$ cat src/rtl/mem_arbiter_if.sv
// mem_arbiter_if: the requester and memory signals of mem_arbiter.
// The slave modport is the arbiter's view. The master modport is the view of
// the IFU, the LSU and the memory model, which together sit around the arbiter.
interface mem_arbiter_if #(
    parameter int XLEN = 64
);
    // Instruction-fetch requester
    logic            if_req_valid;
    logic            if_req_ready;
    logic [XLEN-1:0] if_addr;
    logic            if_rsp_valid;
    logic [31:0]     if_rsp_data;

    // Load/store requester
    logic            ls_req_valid;
    logic            ls_req_ready;
    logic            ls_wen;
    logic [XLEN-1:0] ls_addr;
    logic [XLEN-1:0] ls_wdata;
    logic [2:0]      ls_dlen;
    logic            ls_rsp_valid;
    logic [XLEN-1:0] ls_rsp_data;

    // Memory port
    logic            mem_r;
    logic            mem_w;
    logic [XLEN-1:0] mem_addr;
    logic [XLEN-1:0] mem_wdata;
    logic [2:0]      mem_dlen;
    logic [XLEN-1:0] mem_rdata;
    logic            mem_ack;

    modport slave (
        input  if_req_valid, if_addr,
        input  ls_req_valid, ls_wen, ls_addr, ls_wdata, ls_dlen,
        input  mem_rdata, mem_ack,
        output if_req_ready, if_rsp_valid, if_rsp_data,
        output ls_req_ready, ls_rsp_valid, ls_rsp_data,
        output mem_r, mem_w, mem_addr, mem_wdata, mem_dlen
    );

    modport master (
        output if_req_valid, if_addr,
        output ls_req_valid, ls_wen, ls_addr, ls_wdata, ls_dlen,
        output mem_rdata, mem_ack,
        input  if_req_ready, if_rsp_valid, if_rsp_data,
        input  ls_req_ready, ls_rsp_valid, ls_rsp_data,
        input  mem_r, mem_w, mem_addr, mem_wdata, mem_dlen
    );
endinterface

$ cat src/rtl/mem_arbiter.sv
// mem_arbiter: shares the single core memory port between the IFU and the LSU.
// Only one access is outstanding at a time. The access is sequenced by a
// three-state FSM (IDLE, IF_ACC, LS_ACC), and the state is visible on dbg_state.
//
// Handshake semantics: a request transfers on a rising edge where valid and
// ready are both high. Ready is combinational and is only ever high in IDLE.
// It is high for at most one requester, and only for one whose valid is high.
// After the transfer the requester may change its payload. Each accepted
// request produces exactly one rsp_valid pulse, one cycle after mem_ack.
//
// Optional feature: when MEM_ARB_RR_EN is defined, a tie between the two
// requesters is broken round-robin. When it is undefined, the LSU always wins
// a tie.
module mem_arbiter #(
    parameter int         XLEN    = 64,
    parameter logic [2:0] IF_DLEN = 3'b010
) (
    input  logic          clk,
    input  logic          rst,
    mem_arbiter_if.slave  bus,
    output logic [1:0]    dbg_state
);

    localparam logic [1:0] IDLE   = 2'd0;
    localparam logic [1:0] IF_ACC = 2'd1;
    localparam logic [1:0] LS_ACC = 2'd2;

    logic [1:0]      state_q, state_d;
    logic [XLEN-1:0] addr_q, addr_d;
    logic [XLEN-1:0] wdata_q, wdata_d;
    logic [2:0]      dlen_q, dlen_d;
    logic            wen_q, wen_d;
    logic            mem_r_q, mem_r_d;
    logic            mem_w_q, mem_w_d;
    logic            if_rsp_valid_q, if_rsp_valid_d;
    logic [31:0]     if_rsp_data_q, if_rsp_data_d;
    logic            ls_rsp_valid_q, ls_rsp_valid_d;
    logic [XLEN-1:0] ls_rsp_data_q, ls_rsp_data_d;

    logic            grant_if;
    logic            grant_ls;
    logic            idle_ok;

    // Grants are only given in IDLE and never while reset is applied.
    assign idle_ok = (state_q == IDLE) && !rst;

`ifdef MEM_ARB_RR_EN
    // last_grant_q: 1 = LSU was granted last, 0 = IFU was granted last
    logic last_grant_q, last_grant_d;

    // Round-robin tie-break: when both requesters are valid, the one not granted last wins
    always_comb begin
        grant_if     = 1'b0;
        grant_ls     = 1'b0;
        last_grant_d = last_grant_q;
        if (idle_ok) begin
            if (bus.if_req_valid && bus.ls_req_valid) begin
                grant_if = last_grant_q;
                grant_ls = !last_grant_q;
            end else begin
                grant_if = bus.if_req_valid;
                grant_ls = bus.ls_req_valid;
            end
        end
        if (grant_if) last_grant_d = 1'b0;
        if (grant_ls) last_grant_d = 1'b1;
    end

    // Remember the owner of each handshake; after reset the LSU counts as last granted
    always_ff @(posedge clk or posedge rst) begin
        if (rst) last_grant_q <= 1'b1;
        else     last_grant_q <= last_grant_d;
    end
`else
    // Fixed priority: the LSU wins a tie, and the IFU waits
    always_comb begin
        grant_ls = idle_ok && bus.ls_req_valid;
        grant_if = idle_ok && bus.if_req_valid && !bus.ls_req_valid;
    end
`endif

    // Next-state logic: latch the request, hold the strobe, capture the data on ack
    always_comb begin
        state_d        = state_q;
        addr_d         = addr_q;
        wdata_d        = wdata_q;
        dlen_d         = dlen_q;
        wen_d          = wen_q;
        mem_r_d        = mem_r_q;
        mem_w_d        = mem_w_q;
        if_rsp_valid_d = 1'b0;
        if_rsp_data_d  = if_rsp_data_q;
        ls_rsp_valid_d = 1'b0;
        ls_rsp_data_d  = ls_rsp_data_q;
        case (state_q)
            IDLE: begin
                if (grant_ls) begin
                    addr_d  = bus.ls_addr;
                    wdata_d = bus.ls_wdata;
                    dlen_d  = bus.ls_dlen;
                    wen_d   = bus.ls_wen;
                    mem_r_d = !bus.ls_wen;
                    mem_w_d = bus.ls_wen;
                    state_d = LS_ACC;
                end else if (grant_if) begin
                    addr_d  = bus.if_addr;
                    wdata_d = '0;
                    dlen_d  = IF_DLEN;
                    wen_d   = 1'b0;
                    mem_r_d = 1'b1;
                    mem_w_d = 1'b0;
                    state_d = IF_ACC;
                end
            end
            IF_ACC: begin
                if (bus.mem_ack) begin
                    // Select the 32-bit instruction from the 64-bit beat
                    if_rsp_data_d  = addr_q[2] ? bus.mem_rdata[63:32] : bus.mem_rdata[31:0];
                    if_rsp_valid_d = 1'b1;
                    mem_r_d        = 1'b0;
                    mem_w_d        = 1'b0;
                    state_d        = IDLE;
                end
            end
            LS_ACC: begin
                if (bus.mem_ack) begin
                    // A store returns zero; the LSU extends load data itself
                    ls_rsp_data_d  = wen_q ? '0 : bus.mem_rdata;
                    ls_rsp_valid_d = 1'b1;
                    mem_r_d        = 1'b0;
                    mem_w_d        = 1'b0;
                    state_d        = IDLE;
                end
            end
            default: begin
                mem_r_d = 1'b0;
                mem_w_d = 1'b0;
                state_d = IDLE;
            end
        endcase
    end

    // State and output registers; reset drops any access in flight
    always_ff @(posedge clk or posedge rst) begin
        if (rst) begin
            state_q        <= IDLE;
            addr_q         <= '0;
            wdata_q        <= '0;
            dlen_q         <= '0;
            wen_q          <= 1'b0;
            mem_r_q        <= 1'b0;
            mem_w_q        <= 1'b0;
            if_rsp_valid_q <= 1'b0;
            if_rsp_data_q  <= '0;
            ls_rsp_valid_q <= 1'b0;
            ls_rsp_data_q  <= '0;
        end else begin
            state_q        <= state_d;
            addr_q         <= addr_d;
            wdata_q        <= wdata_d;
            dlen_q         <= dlen_d;
            wen_q          <= wen_d;
            mem_r_q        <= mem_r_d;
            mem_w_q        <= mem_w_d;
            if_rsp_valid_q <= if_rsp_valid_d;
            if_rsp_data_q  <= if_rsp_data_d;
            ls_rsp_valid_q <= ls_rsp_valid_d;
            ls_rsp_data_q  <= ls_rsp_data_d;
        end
    end

    assign bus.if_req_ready = grant_if;
    assign bus.ls_req_ready = grant_ls;
    assign bus.if_rsp_valid = if_rsp_valid_q;
    assign bus.if_rsp_data  = if_rsp_data_q;
    assign bus.ls_rsp_valid = ls_rsp_valid_q;
    assign bus.ls_rsp_data  = ls_rsp_data_q;
    assign bus.mem_r        = mem_r_q;
    assign bus.mem_w        = mem_w_q;
    assign bus.mem_addr     = addr_q;
    assign bus.mem_wdata    = wdata_q;
    assign bus.mem_dlen     = dlen_q;
    assign dbg_state        = state_q;

endmodule

$ cat src/flat_wrapper.sv
// flat-port wrapper written by rule: the top's interface ports become plain ports
module mem_arbiter_flat 
#(
    parameter int         XLEN    = 64,
    parameter logic [2:0] IF_DLEN = 3'b010
)
  (clk, rst, dbg_state, bus_if_req_valid, bus_if_addr, bus_ls_req_valid, bus_ls_wen, bus_ls_addr, bus_ls_wdata, bus_ls_dlen, bus_mem_rdata, bus_mem_ack, bus_if_req_ready, bus_if_rsp_valid, bus_if_rsp_data, bus_ls_req_ready, bus_ls_rsp_valid, bus_ls_rsp_data, bus_mem_r, bus_mem_w, bus_mem_addr, bus_mem_wdata, bus_mem_dlen);
  mem_arbiter_if #(.XLEN(XLEN)) bus_i ();
  input  logic clk;
  input  logic rst;
  output logic [1:0] dbg_state;
  input wire logic [$bits(bus_i.if_req_valid)-1:0] bus_if_req_valid;
  input wire logic [$bits(bus_i.if_addr)-1:0] bus_if_addr;
  input wire logic [$bits(bus_i.ls_req_valid)-1:0] bus_ls_req_valid;
  input wire logic [$bits(bus_i.ls_wen)-1:0] bus_ls_wen;
  input wire logic [$bits(bus_i.ls_addr)-1:0] bus_ls_addr;
  input wire logic [$bits(bus_i.ls_wdata)-1:0] bus_ls_wdata;
  input wire logic [$bits(bus_i.ls_dlen)-1:0] bus_ls_dlen;
  input wire logic [$bits(bus_i.mem_rdata)-1:0] bus_mem_rdata;
  input wire logic [$bits(bus_i.mem_ack)-1:0] bus_mem_ack;
  output wire logic [$bits(bus_i.if_req_ready)-1:0] bus_if_req_ready;
  output wire logic [$bits(bus_i.if_rsp_valid)-1:0] bus_if_rsp_valid;
  output wire logic [$bits(bus_i.if_rsp_data)-1:0] bus_if_rsp_data;
  output wire logic [$bits(bus_i.ls_req_ready)-1:0] bus_ls_req_ready;
  output wire logic [$bits(bus_i.ls_rsp_valid)-1:0] bus_ls_rsp_valid;
  output wire logic [$bits(bus_i.ls_rsp_data)-1:0] bus_ls_rsp_data;
  output wire logic [$bits(bus_i.mem_r)-1:0] bus_mem_r;
  output wire logic [$bits(bus_i.mem_w)-1:0] bus_mem_w;
  output wire logic [$bits(bus_i.mem_addr)-1:0] bus_mem_addr;
  output wire logic [$bits(bus_i.mem_wdata)-1:0] bus_mem_wdata;
  output wire logic [$bits(bus_i.mem_dlen)-1:0] bus_mem_dlen;
  assign bus_i.if_req_valid = bus_if_req_valid;
  assign bus_i.if_addr = bus_if_addr;
  assign bus_i.ls_req_valid = bus_ls_req_valid;
  assign bus_i.ls_wen = bus_ls_wen;
  assign bus_i.ls_addr = bus_ls_addr;
  assign bus_i.ls_wdata = bus_ls_wdata;
  assign bus_i.ls_dlen = bus_ls_dlen;
  assign bus_i.mem_rdata = bus_mem_rdata;
  assign bus_i.mem_ack = bus_mem_ack;
  assign bus_if_req_ready = bus_i.if_req_ready;
  assign bus_if_rsp_valid = bus_i.if_rsp_valid;
  assign bus_if_rsp_data = bus_i.if_rsp_data;
  assign bus_ls_req_ready = bus_i.ls_req_ready;
  assign bus_ls_rsp_valid = bus_i.ls_rsp_valid;
  assign bus_ls_rsp_data = bus_i.ls_rsp_data;
  assign bus_mem_r = bus_i.mem_r;
  assign bus_mem_w = bus_i.mem_w;
  assign bus_mem_addr = bus_i.mem_addr;
  assign bus_mem_wdata = bus_i.mem_wdata;
  assign bus_mem_dlen = bus_i.mem_dlen;
  mem_arbiter #(.XLEN(XLEN), .IF_DLEN(IF_DLEN)) u_core (.clk(clk), .rst(rst), .bus(bus_i), .dbg_state(dbg_state));
endmodule
$ cat config.mk
export PLATFORM = sky130hd
export DESIGN_NAME = mem_arbiter_flat
export DESIGN_NICKNAME = d
export VERILOG_FILES = /design/src/rtl/mem_arbiter_if.sv /design/src/rtl/mem_arbiter.sv /design/src/flat_wrapper.sv
export SDC_FILE = /design/constraint.sdc
export NUM_CORES = 1
export LEC_CHECK = 0
export BUFFER_PORTS_ARGS = -buffer_cell sky130_fd_sc_hd__buf_2
export CORE_AREA = 4 4 191 193
export CTS_CLUSTER_SIZE = 8
export DETAILED_ROUTE_END_ITERATION = 8
export DIE_AREA = 0 0 195 197
export MAX_ROUTING_LAYER = met4
export PLACE_DENSITY = 0.6
export SLEW_MARGIN = 5
export SYNTH_ARGS = -nofsm -noshare
export SYNTH_HDL_FRONTEND = slang
export SYNTH_SLANG_ARGS = --single-unit
$ cat constraint.sdc
create_clock -name clk -period 7.4 [get_ports clk]
set_clock_uncertainty 0.2 [all_clocks]
set_input_delay 0.37 -clock clk [delete_from_list [all_inputs] [get_ports clk]]
set_output_delay 0.37 -clock clk [all_outputs]
set_load 0.005 [all_outputs]
==> flow_metrics.tcl <==
set metrics [dict create \
    die_h_um 197 \
    combPwrFrac_pct 36.7 \
    critPathLaunchType "flop" \
    worstSetupPathType "reg -> reg" \
    antenna_found_initial 1 \
    power.total_mw 5.78 \
    grt_pass1_wl_um 55000 \
    cts_root_buf "clkbuf_16" \
    final_common_cell "buf_2" \
    route.detailed.drc 0 \
    htreeDepth 2 \
    synth_seq_area_share_pct 59.4 \
    seq_area_mm2 0.00586 \
    clock-sinks 234 \
    dieArea_mm2 0.0384 \
    clk_path_buf_depth 3 \
    cts_tree "yes" \
    drt_iter0_markers 396 \
    die_w_um 195 \
    avgSynthCellArea_um2 11.1 \
    crit_fanout 56 \
    period_needed_ns 3.59 \
    pwr-share-seq_pct 38.3 \
    p_int_mw 3.83 \
    clkPwrFrac_pct 25.0 \
    cp.arrival_ns 3.73 \
    synth_cells 885 \
    final_cell_mix "499 x buf_2, 241 x dlygate4sd3_1, 233 x dfrtp_1" \
    groute.usage.overall_pct 18.0 \
    drt-wirelength-per-cell_um 17.4 \
    fillers 3171 \
    drv_cap 0 \
    placementRows 68 \
    rsz0062_at_grt "no" \
    ioPinCount 500 \
    p_leak_nw 8.30 \
    place.gp.congestion 0.853 \
    via_count 9564 \
    finalSetupTns_ns 0 \
    grt_max_degree 138 \
    finalWirelength_um 35900 \
    drive_gt1_share_pct 35.0 \
    post_cts_resize_count 0 \
    hold_class "in -> reg" \
    holdWs_ns 0.00843 \
    syn_area_mm2 0.00986 \
    outcome "complete, no violations" \
    fin_nets 1865 \
    cts_made_buffers 35 \
    synth_fp_nets 1153 \
    min_period_over_period_pct 48.6 \
    slew_headroom_pct 30.5 \
    hold_viol 0 \
    ant_nets 0 \
    syn_to_final_growth_pct 62.7 \
    multi_input_area_mm2 0.00361 \
    met2_usage_pct 30.5 \
    powerDensity_mw_per_mm2 360 \
    timing.final.setup_violations 0 \
    numPortBuffers 499 \
    grt_busiest_layer "met2" \
    grtUsageMet1_pct 21.6 \
    endpoint_kind "flop" \
    start_util_pct 28.5 \
    overflow 0 \
    clk_latency_ns 0.50 \
    ys_warn_count 0 \
    worst_slew_pin_slew_ns 1.04 \
    vias_per_cell 4.65 \
    dr.pass1.iters 5 \
    synth-seq-cells 234 \
    power_switching_mw 1.94 \
    dp_hpwl_um 23600 \
    required_ns 7.54 \
    cts.clk_slew.worst_paths_ns 0.05 \
    sw_frac_of_total_pct 33.6 \
    grt_pass1_vias 10000 \
    finalMaxSlewViolations 0 \
    peakVddDrop_mv 0.198 \
    met3_usage_pct 3.68 \
    core_area_mm2 0.0345 \
    synth.distinct_cells 28 \
    max_freq_mhz 278 \
]
## flip-flops by register name, summed over array words and instances, names as in the netlist
signal,flops
u_core.bus.ls_rsp_data,64
u_core.bus.mem_addr,64
u_core.bus.mem_wdata,64
u_core.bus.if_rsp_data,32
u_core.bus.mem_dlen,3
u_core.dbg_state,2
u_core.bus.if_rsp_valid,1
u_core.bus.ls_rsp_valid,1
u_core.bus.mem_r,1
u_core.bus.mem_w,1
u_core.wen_q,1
## area by class of cell
| type | count | area share [%] |
|---|---|---|
| diodes | 1 | 0.0156 |
| clock buffers | 39 | 5.69 |
| clock inverters | 3 | 0.343 |
| inverters | 6 | 0.187 |
| multi-input cells | 569 | 22.5 |
| flip-flops and latches | 234 | 36.5 |
| well taps | 455 | 3.55 |
| repair buffers | 751 | 31.1 |
## layer usage
layer	part of all wire (%)	vias to the layer above	routed length, um
met5	0	-	0
met4	3.1	0	1110
met3	7.1	78	2540
met2	50	453	18100
met1	39	4519	14200
li1	-	4514	-
## power by group through the flow
| stage | Sequential, mW | Combinational, mW | Clock, mW |
|---|---|---|---|
| 3_5_place_dp | 2.21 | 2.01 | 0 |
| 3_3_place_gp | 2.21 | 1.97 | 0 |
| 4_1_cts | 2.20 | 2.14 | 1.49 |
| 2_1_floorplan | 2.25 | 0.952 | 0 |
| 5_1_grt | 2.28 | 2.33 | 1.54 |
| 6_report | 2.21 | 2.12 | 1.44 |
## metrics by stage
step	setup WS (ns)	util [%]	std cells	instance area (um^2)
floorplan	0.412	-	885	9860
global placement	4.12	36.6	1774	12600
detailed placement	4.09	36.6	1774	12600
CTS	3.86	46.4	2057	16000
global route	3.61	46.4	2058	16000
finish	3.81	46.4	2058	16000
## final timing paths
kind	startpoint	end	slack, ns	cells after the start
min in group asynchronous	rst	u_core.dbg_state[1]	0.41	3
worst max register to register	u_core.dbg_state[0]	u_core.bus.mem_addr[26]	3.81	7
max in group asynchronous	rst	u_core.bus.mem_addr[2]	5.26	4
worst min-delay path	bus_ls_addr[36]	u_core.bus.mem_addr[36]	0.008	3
worst min register to register	u_core.bus.ls_rsp_data[53]	u_core.bus.ls_rsp_data[53]	0.27	2
worst max-delay path	u_core.dbg_state[0]	u_core.bus.mem_addr[26]	3.81	7
## logic make-up after synthesis
family | synth area share (%)
DFF | 59.4
adders and majority gates | 0.381
muxes | 9.98
AOI/OAI and AO/OA | 17.8
and+or+nand+nor | 8.30
buffers and inverters | 4.14
## worst max-delay path: stages, from the launching register on
cell and delay, ns:
dfrtp_1 0.38, inv_1 0.08, ha_1 0.26, nand3b_1 0.61
buf_4 0.83, mux2i_1 0.29, dlygate4sd3_1 0.59, o21ai_0 0.07
## synth_stat cells, drive strengths merged
cell type / n / area [um^2]
a21boi: 1 / 7.51
nor2b: 1 / 6.26
dfrtp: 234 / 5860
a21o: 1 / 7.51
o22ai: 1 / 6.26
nor3b: 1 / 7.51
inv: 6 / 22.5
o21ba: 1 / 10.0
mux2: 2 / 22.5
clkbuf: 47 / 176
nand2b: 65 / 407
o21ai: 192 / 961
ha: 3 / 37.5
or2: 1 / 6.26
a22o: 66 / 578
buf: 29 / 209
nor2: 34 / 128
mux2i: 96 / 961
o21bai: 1 / 7.51
nand3b: 1 / 7.51
and2: 2 / 12.5
nand2: 65 / 244
a21oi: 35 / 175
## repair_timing
item,in CTS,in global routing
buffers inserted,0,0
endpoints found under the hold margin,338,0
hold buffers,241,0
No activity file was read; power rests on OpenSTA's default activity.
